### src/rtl/alu_share_pkg.sv
// Shared definitions for the shared-ALU controller: ALU opcodes, FSM states and NZCV bit positions.
package alu_share_pkg;

    localparam logic [1:0] ALU_ADD = 2'b00;
    localparam logic [1:0] ALU_SUB = 2'b01;
    localparam logic [1:0] ALU_AND = 2'b10;
    localparam logic [1:0] ALU_ORR = 2'b11;

    localparam int FLAG_N = 3;
    localparam int FLAG_Z = 2;
    localparam int FLAG_C = 1;
    localparam int FLAG_V = 0;

    typedef enum logic [1:0] {
        IDLE = 2'b00,
        EXEC = 2'b01,
        RESP = 2'b10
    } state_t;

    // Arithmetic ops own C and V; logical ops leave them to the previous value.
    function automatic logic writes_cv(input logic [1:0] op);
        return (op == ALU_ADD) || (op == ALU_SUB);
    endfunction

endpackage

### src/rtl/alu_share_alu.sv
// Combinational 2-bit-opcode ALU (ADD/SUB/AND/ORR) producing a WIDTH-bit result and raw NZCV flags.
module alu_share_alu
    import alu_share_pkg::*;
#(
    parameter int WIDTH = 32
) (
    input  logic [1:0]       i_op,
    input  logic [WIDTH-1:0] i_a,
    input  logic [WIDTH-1:0] i_b,
    output logic [WIDTH-1:0] o_result,
    output logic [3:0]       o_flags
);

    logic             w_is_sub;
    logic [WIDTH-1:0] w_b_eff;
    logic [WIDTH:0]   w_sum;

    // SUB is A + ~B + 1, so the carry out is the NOT-borrow flag.
    assign w_is_sub = (i_op == ALU_SUB);
    assign w_b_eff  = w_is_sub ? ~i_b : i_b;
    assign w_sum    = {1'b0, i_a} + {1'b0, w_b_eff} + (WIDTH+1)'(w_is_sub);

    always_comb begin
        // NOTE: every output gets a default before the case so no path leaves it unassigned (no latch).
        o_result = '0;
        o_flags  = '0;
        unique case (i_op)
            ALU_ADD, ALU_SUB: begin
                o_result        = w_sum[WIDTH-1:0];
                o_flags[FLAG_C] = w_sum[WIDTH];
                o_flags[FLAG_V] = (i_a[WIDTH-1] == w_b_eff[WIDTH-1]) &&
                                  (w_sum[WIDTH-1] != i_a[WIDTH-1]);
            end
            ALU_AND: o_result = i_a & i_b;
            default: o_result = i_a | i_b;
        endcase
        o_flags[FLAG_N] = o_result[WIDTH-1];
        o_flags[FLAG_Z] = (o_result == '0);
    end

endmodule

### src/rtl/alu_share_arb2.sv
// Two-way one-hot grant logic; ALU_SHARE_RR_EN selects round-robin, otherwise fixed priority to rq0.
module arb2 (
    input  logic [1:0] req,
`ifdef ALU_SHARE_RR_EN
    input  logic       rr_last,
`endif
    output logic [1:0] gnt
);

`ifdef ALU_SHARE_RR_EN
    // On a tie the requester that was not served last wins.
    always_comb begin
        gnt = '0;
        if (req == 2'b11) begin
            gnt[~rr_last] = 1'b1;
        end else begin
            gnt = req;
        end
    end
`else
    assign gnt = {req[1] & ~req[0], req[0]};
`endif

endmodule

### src/rtl/alu_share_ctrl.sv
// Shares one ALU between two valid/ready requesters and owns the NZCV register.
// Build option ALU_SHARE_RR_EN: round-robin arbitration instead of fixed rq0 priority.
module alu_share_ctrl
    import alu_share_pkg::*;
#(
    parameter int         WIDTH     = 32,
    parameter logic [3:0] FLAGS_RST = 4'b0000
) (
    input  logic             clk,
    input  logic             reset,
    input  logic [1:0]       req_valid,
    output logic [1:0]       req_ready,
    input  logic [1:0]       req_op0,
    input  logic [1:0]       req_op1,
    input  logic [WIDTH-1:0] req_a0,
    input  logic [WIDTH-1:0] req_a1,
    input  logic [WIDTH-1:0] req_b0,
    input  logic [WIDTH-1:0] req_b1,
    input  logic             req_sf0,
    input  logic             req_sf1,
    output logic [1:0]       rsp_valid,
    input  logic [1:0]       rsp_ready,
    output logic [WIDTH-1:0] rsp_result,
    output logic [3:0]       rsp_flags,
    output logic [3:0]       flags_q,
    output logic             busy
);

    state_t           r_state;
    state_t           w_state_nxt;
    logic [1:0]       w_gnt;
    logic             w_accept;

    logic [1:0]       r_op;
    logic [WIDTH-1:0] r_a;
    logic [WIDTH-1:0] r_b;
    logic             r_sf;
    logic             r_owner;

    logic [WIDTH-1:0] r_result;
    logic [3:0]       r_flags;
    logic [3:0]       r_flags_q;
    logic [WIDTH-1:0] w_alu_result;
    logic [3:0]       w_alu_flags;

`ifdef ALU_SHARE_RR_EN
    logic r_rr_last;

    always_ff @(posedge clk) begin
        if (reset) begin
            r_rr_last <= 1'b1;
        end else if (w_accept) begin
            r_rr_last <= w_gnt[1];
        end
    end
`endif

    arb2 u_arb (
        .req     (req_valid),
`ifdef ALU_SHARE_RR_EN
        .rr_last (r_rr_last),
`endif
        .gnt     (w_gnt)
    );

    alu_share_alu #(.WIDTH(WIDTH)) u_alu (
        .i_op     (r_op),
        .i_a      (r_a),
        .i_b      (r_b),
        .o_result (w_alu_result),
        .o_flags  (w_alu_flags)
    );

    assign w_accept = |req_ready;

    always_ff @(posedge clk) begin
        if (reset) begin
            r_state <= IDLE;
        end else begin
            r_state <= w_state_nxt;
        end
    end

    always_comb begin
        w_state_nxt = r_state;
        unique case (r_state)
            IDLE:    if (w_accept) w_state_nxt = EXEC;
            EXEC:    w_state_nxt = RESP;
            RESP:    if (rsp_ready[r_owner]) w_state_nxt = IDLE;
            default: w_state_nxt = IDLE;
        endcase
    end

    always_comb begin
        req_ready = '0;
        rsp_valid = '0;
        busy      = 1'b1;
        unique case (r_state)
            IDLE: begin
                busy = 1'b0;
                if (!reset) req_ready = w_gnt;
            end
            RESP:    if (!reset) rsp_valid[r_owner] = 1'b1;
            default: ;
        endcase
    end

    // NOTE: operand registers carry no reset; they are only read in EXEC, always after a load.
    always_ff @(posedge clk) begin
        if (w_accept) begin
            r_owner <= w_gnt[1];
            r_op    <= w_gnt[1] ? req_op1 : req_op0;
            r_a     <= w_gnt[1] ? req_a1  : req_a0;
            r_b     <= w_gnt[1] ? req_b1  : req_b0;
            r_sf    <= w_gnt[1] ? req_sf1 : req_sf0;
        end
    end

    always_ff @(posedge clk) begin
        if (reset) begin
            r_result  <= '0;
            r_flags   <= '0;
            r_flags_q <= FLAGS_RST;
        end else if (r_state == EXEC) begin
            r_result <= w_alu_result;
            r_flags  <= w_alu_flags;
            if (r_sf) begin
                r_flags_q <= writes_cv(r_op) ? w_alu_flags :
                             {w_alu_flags[FLAG_N], w_alu_flags[FLAG_Z],
                              r_flags_q[FLAG_C], r_flags_q[FLAG_V]};
            end
        end
    end

    assign rsp_result = r_result;
    assign rsp_flags  = r_flags;
    assign flags_q    = r_flags_q;

endmodule

### config.mk
export PLATFORM = sky130hd
export DESIGN_NAME = alu_share_ctrl
export DESIGN_NICKNAME = d
export VERILOG_FILES = /design/src/rtl/alu_share_pkg.sv /design/src/rtl/alu_share_alu.sv /design/src/rtl/alu_share_arb2.sv /design/src/rtl/alu_share_ctrl.sv
export SDC_FILE = /design/constraint.sdc
export NUM_CORES = 1
export LEC_CHECK = 0
export ABC_AREA = 1
export BUFFER_PORTS_ARGS = -buffer_cell sky130_fd_sc_hd__buf_2
export CORE_MARGIN = 2
export CORE_UTILIZATION = 55
export DETAILED_ROUTE_END_ITERATION = 10
export PLACE_DENSITY_LB_ADDON = 0.08
export SLEW_MARGIN = 20
export SYNTH_ARGS = -nofsm -noshare
export SYNTH_HDL_FRONTEND = slang
export SYNTH_HIERARCHICAL = 1
export SYNTH_SLANG_ARGS = --single-unit
export TNS_END_PERCENT = 5
### constraint.sdc
create_clock -name clk -period 3.3 [get_ports clk]
set_input_delay 0.165 -clock clk [delete_from_list [all_inputs] [get_ports clk]]
set_output_delay 0.165 -clock clk [all_outputs]
set_load 0.01 [all_outputs]
==> results of run 1 <==
==> power groups by stage <==
stage,clock (mW),combinational [mW],sequential [mW]
finish,1.12,1.82,1.70
global route,1.18,2.03,1.72
CTS,1.14,1.65,1.70
detailed placement,0,1.63,1.73
global placement,0,1.62,1.73
floorplan,0,1.14,1.74
==> layout make-up <==
type                       count  area, µm²  share of cell area, %
timing repair buffer         211       1180                   12.0
tap                          184        230                   2.34
sequential                   110       2880                   29.3
clock inverter                 7       71.3                  0.724
clock buffer                   9        225                   2.29
inverter                     107        404                   4.10
multi-input combinational    940       4860                   49.3
==> worst max-delay path, stage by stage (launching register included) <==
cell      delay [ns]
edfxtp_1        0.45
inv_4           0.10
nand2_4         0.08
buf_12          0.16
xnor2_1         0.12
ha_1            0.42
nand2_2         0.13
inv_1           0.07
nand2_1         0.11
nor2_2          0.18
buf_4           0.12
nand4_1         0.19
nand2_1         0.12
nand2_1         0.07
nand3_2         0.10
nand4_1         0.10
nor2_1          0.13
nand2_1         0.07
nor2_2          0.11
nand3_1         0.10
a21oi_2         0.21
==> cells in the final DEF (no fill, tap or decap), types with 10 or more instances in the layout <==
cell       count
nand2_2       29
buf_4         23
a31oi_1       27
inv_1         95
ha_1          31
nand2_1      390
nor2_1       173
clkbuf_16     10
nand4_1       19
nor2_2        16
dfxtp_1       42
edfxtp_1      68
buf_2        184
a21oi_1       31
o21ai_0       55
xnor2_1       26
nand3_1       63
inv_2         11
==> per-stage QoR <==
step | setup TNS, ns | utilization, % | setup slack (ns)
2_1_floorplan | 0 | - | 0.287
3_3_place_gp | 0 | 63.4 | 0.0847
3_5_place_dp | 0 | 63.4 | 0.104
4_1_cts | 0 | 65.5 | 0.00193
5_1_grt | -0.108 | 68.1 | -0.108
6_report | 0 | 68.1 | 0.0560
==> flip-flops by register name, summed over array words and instances (netlist names) <==
register    flops
r_sf            1
r_a            32
flags_q         4
r_op            2
rsp_flags       4
rsp_result     32
r_state         2
r_b            32
r_owner         1
==> worst paths after layout <==
kind / slack, ns / to / startpoint
max: 0.06 / flags_q[2] / r_op[1]
min: 0.06 / r_a[4] / req_a0[4]
max reg2reg: 0.06 / flags_q[2] / r_op[1]
min reg2reg: 0.48 / rsp_flags[3] / rsp_flags[3]
==> logic make-up (layout without fill, tap and decap cells) <==
group / count (synthesis) / in the layout / share of synthesized area, %
and+or+nand+nor: 731 / 731 / 37.5
buffers and inverters: 147 / 334 / 7.89
AOI/OAI and AO/OA: 136 / 136 / 9.16
DFF: 110 / 110 / 35.5
adders and majority gates: 42 / 42 / 6.57
xor gates and xnor gates: 31 / 31 / 3.35
==> what timing repair did <==
item	4_1_cts	5_1_grt
buffers inserted	0	10
setup endpoints to repair	0	3
resized for setup	0	78
==> metal layers <==
metal	up-vias	wire length [µm]
li1	4238	-
met1	3684	11000
met3	32	2060
met5	-	0
met2	358	9700
met4	0	499
==> impl_metrics.env, run 1 <==
export IMPL_hold_path_class="in2reg"
export IMPL_synth_avg_cell_area_um2=6.78
export IMPL_fp_dieW_um=125
export IMPL_met2_usage_pct=43.0
export IMPL_fin_area_um2=9850
export IMPL_dp_hpwl_um=18100
export IMPL_synthTopCellsByArea="edfxtp_1 25%, nand2_1 19%, dfxtp_1 10%"
export IMPL_via_per_inst=5.30
export IMPL_seqPwrFrac_pct=36.7
export IMPL_fin_worst_skew_ns=0.0164
export IMPL_nets=1561
export IMPL_cp_arrival_ns=3.53
export IMPL_synth_edff_count=68
export IMPL_power_mw=4.65
export IMPL_netlist_area_um2=8120
export IMPL_finalCritPeriodShare_pct=98.3
export IMPL_period_needed_ns=3.24
export IMPL_port_buffers=184
export IMPL_p_switching_mw=1.77
export IMPL_cts_root_buf="clkbuf_16"
export IMPL_combPwrFrac_pct=39.2
export IMPL_wl_per_cell_um=14.9
export IMPL_route_detailed_drc=0
export IMPL_synth_most_common_cell="nand2_1"
export IMPL_wirelength_um=23300
export IMPL_p_sw_share_pct=38.2
export IMPL_die_area_um2=15700
export IMPL_ys_types=39
export IMPL_power_density_nw_per_um2=472
export IMPL_syn_num_nets=1379
export IMPL_antennaDiodeCount=0
export IMPL_p_leak_nw=4.96
export IMPL_intPower_mw=2.87
export IMPL_cts_buffers_inserted=9
export IMPL_finalSetupViolCount=0
export IMPL_ant_nets=0
export IMPL_fp_dieH_um=125
export IMPL_fillCellCount=1319
export IMPL_grt_overflow=0
export IMPL_hold_path_depth=3
export IMPL_clockPowerShare_pct=24.1
export IMPL_synth_seq_area_share_pct=35.5
export IMPL_cts_path_max_buffers=2
export IMPL_drv_cap=0
export IMPL_grt_busiest_layer="met1"
export IMPL_critPathKind="reg2reg"
export IMPL_drtPass1Iterations=5
export IMPL_required_ns=3.58
export IMPL_irDropWorstVdd_mv=0.278
export IMPL_synth_area_leader_cell="edfxtp_1"
export IMPL_synth_common_cells="404 x nand2_1, 186 x nor2_1, 100 x inv_1, 69 x nand3_1, 68 x edfxtp_1"
export IMPL_yosys_warnings=6
export IMPL_drt_iter0_drc=645
export IMPL_start_kind="register"
export IMPL_routabilityCongestion=0.987
export IMPL_use_met1_pct=43.4
export IMPL_htreeDepth=3
export IMPL_grt_pass1_vias=7335
export IMPL_synth_top_area_share_pct=25.2
export IMPL_dominantRegCellSynth="edfxtp_1"
export IMPL_cts_tree="built"
export IMPL_hold_ws_ns=0.0559
export IMPL_grt_max_degree=69
export IMPL_drive_gt1_share_pct=24.0
export IMPL_clk_latency_ns=0.36
export IMPL_start_util_pct=56.1
export IMPL_slew_headroom_pct=48.7
export IMPL_area_delta_synth_final_pct=21.4
export IMPL_path_max_fanout=11
export IMPL_synthCells=1197
export IMPL_grt_use_met3_pct=3.72
export IMPL_ys_ff_latch=110
export IMPL_cts_sinks=110
export IMPL_rsz0062_at_grt="true"
export IMPL_grt_antenna_before_repair=0
export IMPL_core_area_um2=14500
export IMPL_ioPinCount=185
export IMPL_synthArstFlopShare_pct=0
export IMPL_clk_pin_slew_worst_paths_ns=0.08
export IMPL_cp_end_kind="register"
export IMPL_fmax_mhz=308
export IMPL_rr_worst_depth=20
export IMPL_grt_pass1_wl_um=36300
export IMPL_placed_area_um2=9180
export IMPL_rows=44
export IMPL_dp_cells=1541
export IMPL_track_usage_pct=28.8
export IMPL_max_slew_worst_pin_slew_ns=0.767
export IMPL_num_vias=8312
export IMPL_status="finished, final reports clean"
export IMPL_finalHoldViolations=0
export IMPL_maxSlewViolCount=0
export IMPL_postCtsHoldBufs=0
export IMPL_final_cells=1568
No activity file was read; power rests on OpenSTA's default activity.
==> inputs of run 2 (changes only) <==
--- a/config.mk
+++ b/config.mk
@@ -6,10 +6,11 @@
 export NUM_CORES = 1
 export LEC_CHECK = 0
 export ABC_AREA = 1
-export BUFFER_PORTS_ARGS = -buffer_cell sky130_fd_sc_hd__buf_2
+export BUFFER_PORTS_ARGS = -buffer_cell sky130_fd_sc_hd__clkbuf_2
 export CORE_MARGIN = 2
 export CORE_UTILIZATION = 55
 export DETAILED_ROUTE_END_ITERATION = 10
+export MAX_ROUTING_LAYER = met4
 export PLACE_DENSITY_LB_ADDON = 0.08
 export SLEW_MARGIN = 20
 export SYNTH_ARGS = -nofsm -noshare
==> impl_metrics.env, run 2 (synthesized netlist as in run 1, its figures left out) <==
export IMPL_area_delta_synth_final_pct=26.2
export IMPL_start_util_pct=56.1
export IMPL_drtPass1Iterations=6
export IMPL_cp_arrival_ns=3.52
export IMPL_final_common_cell="nand2_1"
export IMPL_path_max_fanout=6
export IMPL_critPathSlowestCell="edfxtp_1"
export IMPL_start_kind="register"
export IMPL_cts_path_max_buffers=2
export IMPL_die_area_um2=15700
export IMPL_clk_latency_ns=0.36
export IMPL_critPathKind="reg2reg"
export IMPL_cts_root_buf="clkbuf_16"
export IMPL_routabilityCongestion=1.03
export IMPL_wl_per_cell_um=15.1
export IMPL_clk_pin_slew_worst_paths_ns=0.08
export IMPL_crit_buf_inv=3
export IMPL_cts_tree="built"
export IMPL_status="finished, final reports clean"
export IMPL_num_vias=8409
export IMPL_drt_iter0_drc=745
export IMPL_cp_depth=20
export IMPL_route_detailed_drc=0
export IMPL_max_slew_worst_pin_slew_ns=0.781
export IMPL_crit_chain="inv_4 > nand2_8 > buf_12 > xnor2_4 > ha_2 > nand2_2 > inv_2 > nand2_2 > nor3_4 > nand3_1 > nand3_1 > nand2_1 > nand3_1 > nand2_2 > nand3b_1 > nor2_1 > nand2_1 > nor2_2 > nand3_1 > a21oi_2"
export IMPL_maxSlewViolCount=0
export IMPL_final_cells=1577
export IMPL_ant_nets=0
export IMPL_required_ns=3.59
export IMPL_rsz0062_at_grt="true"
export IMPL_hold_ws_ns=0.0629
export IMPL_core_area_um2=14500
export IMPL_nets=1570
export IMPL_grt_busiest_layer="met1"
export IMPL_fmax_mhz=309
export IMPL_cp_end_kind="register"
export IMPL_final_cell_mix="378 x nand2_1, 184 x clkbuf_2, 171 x nor2_1"
export IMPL_grt_overflow=0
export IMPL_drv_cap=0
export IMPL_drive_gt1_share_pct=27.4
export IMPL_crit_family="simple AND/OR/NAND/NOR gates"
export IMPL_period_needed_ns=3.23
export IMPL_grt_pass1_wl_um=37800
export IMPL_ff2ff_setup_slack_ns=0.07
export IMPL_hold_path_depth=3
export IMPL_crit_top_cell="nand3_1"
export IMPL_grt_antenna_before_repair=0
export IMPL_fp_dieH_um=125
export IMPL_cts_buffers_inserted=9
export IMPL_grt_max_degree=69
export IMPL_port_buffers=184
export IMPL_placed_area_um2=9200
export IMPL_track_usage_pct=30.6
export IMPL_rr_worst_depth=20
export IMPL_dp_hpwl_um=18300
export IMPL_rows=44
export IMPL_finalSetupViolCount=0
export IMPL_fin_worst_skew_ns=0.0135
export IMPL_antennaDiodeCount=0
export IMPL_use_met1_pct=46.3
export IMPL_max_stage_delay_ns=0.45
export IMPL_grt_pass1_vias=7548
export IMPL_finalHoldViolations=0
export IMPL_cts_sinks=110
export IMPL_wirelength_um=23900
export IMPL_fillCellCount=1212
export IMPL_finalCritPeriodShare_pct=98.0
export IMPL_fp_dieW_um=125
export IMPL_irDropWorstVdd_mv=0.281
export IMPL_htreeDepth=3
export IMPL_slew_headroom_pct=47.8
export IMPL_hold_path_class="in2reg"
export IMPL_fin_area_um2=10200
export IMPL_ioPinCount=185
export IMPL_dp_cells=1542
export IMPL_tns_ns=0
export IMPL_grt_use_met3_pct=2.87
export IMPL_via_per_inst=5.33
export IMPL_power_density_nw_per_um2=463
export IMPL_p_leak_nw=5.06
export IMPL_met2_usage_pct=44.0
[run 2: final timing paths]
check	from	to
setup / recovery	r_op[1]	flags_q[2]
hold reg to reg	flags_q[3]	flags_q[3]
setup reg to reg	r_op[1]	flags_q[2]
hold / removal	req_a0[5]	r_a[5]
[run 2: worst min-delay path, delay by kind of cell]
family	cells	cell delay, ns
and+or+nand+nor	2	0.08
buffers and inverters	1	0.07
[run 2: final cells by class]
class	count	area (µm²)	share of cell area [%]
tap	184	230	2.25
multi-input combinational	940	5170	50.5
timing repair buffer	220	1280	12.5
clock buffer	9	225	2.20
clock inverter	7	48.8	0.476
inverter	107	404	3.95
sequential	110	2880	28.1
[run 2: routing by layer]
| layer | vias up | share of wire [%] |
|---|---|---|
| met5 | - | 0 |
| met4 | 0 | 1.8 |
| met1 | 3695 | 46 |
| met2 | 413 | 43 |
| li1 | 4263 | - |
| met3 | 38 | 9.2 |
[run 2: power by group]
group	internal, mW	switching [mW]	leakage, nW	total (mW)
Sequential	1.61	0.106	0.986	1.71
Clock	0.514	0.510	0.132	1.02
Combinational	0.772	1.23	3.94	2.00
[run 2: per-stage QoR]
stage	power, mW	utilization (%)	worst slack [ns]
after global routing	5.04	70.7	-0.0924
after global placement	3.37	63.5	0.125
final	4.74	70.7	0.0665
after floorplan	2.88	-	0.287
after detailed placement	3.38	63.5	0.0764
after CTS	4.41	65.4	0.0475
[run 2: what timing repair did]
item                       in CTS  in global routing
hold buffers                    0                  0
setup buffers                   0                 17
gates resized for setup         0                134
setup endpoints to repair       0                  3
==> inputs of run 3 (changes only) <==
--- a/config.mk
+++ b/config.mk
@@ -15,6 +15,5 @@
 export SLEW_MARGIN = 20
 export SYNTH_ARGS = -nofsm -noshare
 export SYNTH_HDL_FRONTEND = slang
-export SYNTH_HIERARCHICAL = 1
 export SYNTH_SLANG_ARGS = --single-unit
 export TNS_END_PERCENT = 5
==> impl_metrics.env, run 3 <==
export IMPL_rr_worst_depth=21
export IMPL_reg2reg_from="r_op[1]"
export IMPL_critPathSlowestCell="edfxtp_1"
export IMPL_path_max_fanout=11
export IMPL_dominantRegCellSynth="edfxtp_1"
export IMPL_synthTopCellsByArea="edfxtp_1 25%, nand2_1 21%, dfxtp_1 10%"
export IMPL_start_util_pct=55.7
export IMPL_synth_avg_cell_area_um2=6.54
export IMPL_fp_dieH_um=125
export IMPL_ys_ff_latch=109
export IMPL_crit_start="r_op[1]"
export IMPL_max_stage_delay_ns=0.42
export IMPL_cp_depth=21
export IMPL_grt_max_degree=69
export IMPL_fp_dieW_um=125
export IMPL_finalHoldViolations=0
export IMPL_rows=44
export IMPL_cp_end_kind="register"
export IMPL_ant_nets=0
export IMPL_crit_family="simple AND/OR/NAND/NOR gates"
export IMPL_cts_path_max_buffers=2
export IMPL_crit_buf_inv=4
export IMPL_htreeDepth=3
export IMPL_hold_path_class="in2reg"
export IMPL_port_buffers=184
export IMPL_wirelength_um=22700
export IMPL_start_kind="register"
export IMPL_drv_cap=0
export IMPL_ioPinCount=185
export IMPL_cts_tree="built"
export IMPL_netlist_area_um2=8030
export IMPL_fmax_mhz=324
export IMPL_power_density_nw_per_um2=460
export IMPL_num_vias=8267
export IMPL_grt_overflow=0
export IMPL_synthArstFlopShare_pct=0
export IMPL_yosys_warnings=0
export IMPL_synth_seq_area_share_pct=35.6
export IMPL_cp_arrival_ns=3.39
export IMPL_routabilityCongestion=0.961
export IMPL_slew_headroom_pct=30.7
export IMPL_period_needed_ns=3.09
export IMPL_core_area_um2=14400
export IMPL_fin_worst_skew_ns=0.0114
export IMPL_route_detailed_drc=0
export IMPL_final_common_cell="nand2_1"
export IMPL_drt_iter0_drc=690
export IMPL_track_usage_pct=30.4
export IMPL_drtPass1Iterations=5
export IMPL_maxSlewViolCount=0
export IMPL_antennaDiodeCount=0
export IMPL_syn_num_nets=1407
export IMPL_ff2ff_setup_slack_ns=0.21
export IMPL_power_mw=4.44
export IMPL_clk_latency_ns=0.37
export IMPL_grt_antenna_before_repair=0
export IMPL_area_delta_synth_final_pct=20.2
export IMPL_critPathCapture="rsp_flags[2]"
export IMPL_final_cell_mix="455 x nand2_1, 184 x clkbuf_2, 152 x inv_1"
export IMPL_p_leak_nw=5.19
export IMPL_crit_chain="inv_2 > nand2_8 > xor2_1 > fa_1 > inv_1 > buf_4 > nand2_1 > nand2_1 > nand3_1 > nand2_2 > buf_4 > nand2_1 > nand2_1 > o21ai_0 > nor2_1 > nand3_1 > nor2_2 > nand3_1 > nor2_2 > nand3_1 > a21oi_1"
export IMPL_synthCells=1228
export IMPL_nets=1592
export IMPL_grt_pass1_vias=7423
export IMPL_max_slew_worst_pin_slew_ns=1.04
export IMPL_synth_most_common_cell="nand2_1"
export IMPL_cts_root_buf="clkbuf_16"
export IMPL_synth_edff_count=68
export IMPL_finalCritPeriodShare_pct=93.5
export IMPL_cts_buffers_inserted=9
export IMPL_dp_hpwl_um=18300
export IMPL_final_cells=1602
export IMPL_grt_pass1_wl_um=36900
export IMPL_synth_common_cells="458 x nand2_1, 157 x nor2_1, 152 x inv_1, 72 x nand3_1, 68 x edfxtp_1"
export IMPL_finalSetupViolCount=0
export IMPL_placed_area_um2=9220
export IMPL_r2r_end="rsp_flags[2]"
export IMPL_clk_pin_slew_worst_paths_ns=0.08
export IMPL_die_area_um2=15600
export IMPL_required_ns=3.61
export IMPL_drive_gt1_share_pct=18.4
export IMPL_ys_types=33
export IMPL_postCtsHoldBufs=0
export IMPL_dp_cells=1578
export IMPL_via_per_inst=5.16
export IMPL_critPathKind="reg2reg"
export IMPL_fin_area_um2=9650
export IMPL_synth_area_leader_cell="edfxtp_1"
export IMPL_status="finished, final reports clean"
export IMPL_cts_sinks=109
export IMPL_irDropWorstVdd_mv=0.333
export IMPL_wl_per_cell_um=14.2
export IMPL_synth_top_area_share_pct=25.4
==> run 3: cell count changes after synthesis, moves of 14 or more <==
cell,change
clkbuf_1,+20
inv_1,+52
nand2_1,+54
nor2_1,-29
o211ai_1,+14
o21ai_0,-18
==> run 3: layout make-up <==
class | instances | area (µm²)
Clock inverter | 7 | 72.6
Inverter | 158 | 593
Sequential cell | 109 | 2860
Clock buffer | 9 | 225
Tap cell | 184 | 230
Timing Repair Buffer | 210 | 1140
Fill cell | 1321 | 4770
Multi-Input combinational cell | 925 | 4530
==> run 3: logic make-up after synthesis <==
group,Yosys count,synth area share [%]
xor+xnor,31,3.38
flops,109,35.6
fa+ha+maj,39,6.17
simple gates,725,36.3
buf+inv,194,9.15
compound gates,130,9.32
==> run 3: power by group <==
| group | internal (mW) | leakage [nW] | switching, mW | total, mW |
|---|---|---|---|---|
| Clock | 0.592 | 0.145 | 0.521 | 1.11 |
| Sequential | 1.59 | 0.979 | 0.0935 | 1.68 |
| Combinational | 0.602 | 4.06 | 1.05 | 1.65 |
==> run 3: layer usage <==
metal	global-route usage, %	up-vias	share of wire, %
met2	45.2	315	42
met5	-	-	0
li1	-	4276	-
met4	5.82	0	1.0
met3	4.30	20	7.6
met1	44.7	3656	50
==> run 3: worst min path at each step <==
| stage | startpoint | endpoint | slack, ns | cells past startpoint |
|---|---|---|---|---|
| after detailed placement | req_b0[27] | r_b[27] | 0.43 | 3 |
| after global routing | req_a0[31] | r_a[31] | 0.07 | 3 |
| after global placement | req_b0[30] | r_b[30] | 0.43 | 3 |
| after CTS | req_b0[29] | r_b[29] | 0.05 | 3 |
| after floorplan | reset | rsp_result[31] | 0.32 | 3 |
| final | req_b0[29] | r_b[29] | 0.05 | 3 |
==> run 3: metrics by stage <==
| step | hold WS (ns) | setup slack (ns) | utilization [%] | TNS (ns) |
|---|---|---|---|---|
| after detailed placement | 0.434 | 0.0863 | 63.9 | 0 |
| after CTS | 0.0516 | 0.0669 | 66.0 | 0 |
| after floorplan | 0.325 | 0.478 | - | 0 |
| after global routing | 0.0707 | -0.0110 | 66.9 | -0.0117 |
| final | 0.0520 | 0.214 | 66.9 | 0 |
| after global placement | 0.427 | 0.139 | 63.9 | 0 |
==> run 3: worst min-delay path, delay by kind of cell <==
| family | cells | cell delay [ns] |
|---|---|---|
| buf+inv | 1 | 0.07 |
| simple gates | 2 | 0.08 |
==> run 3: repair_timing <==
item	4_1_cts	5_1_grt
setup buffers	0	8
resized for setup	0	22
endpoints found under the setup margin	0	3
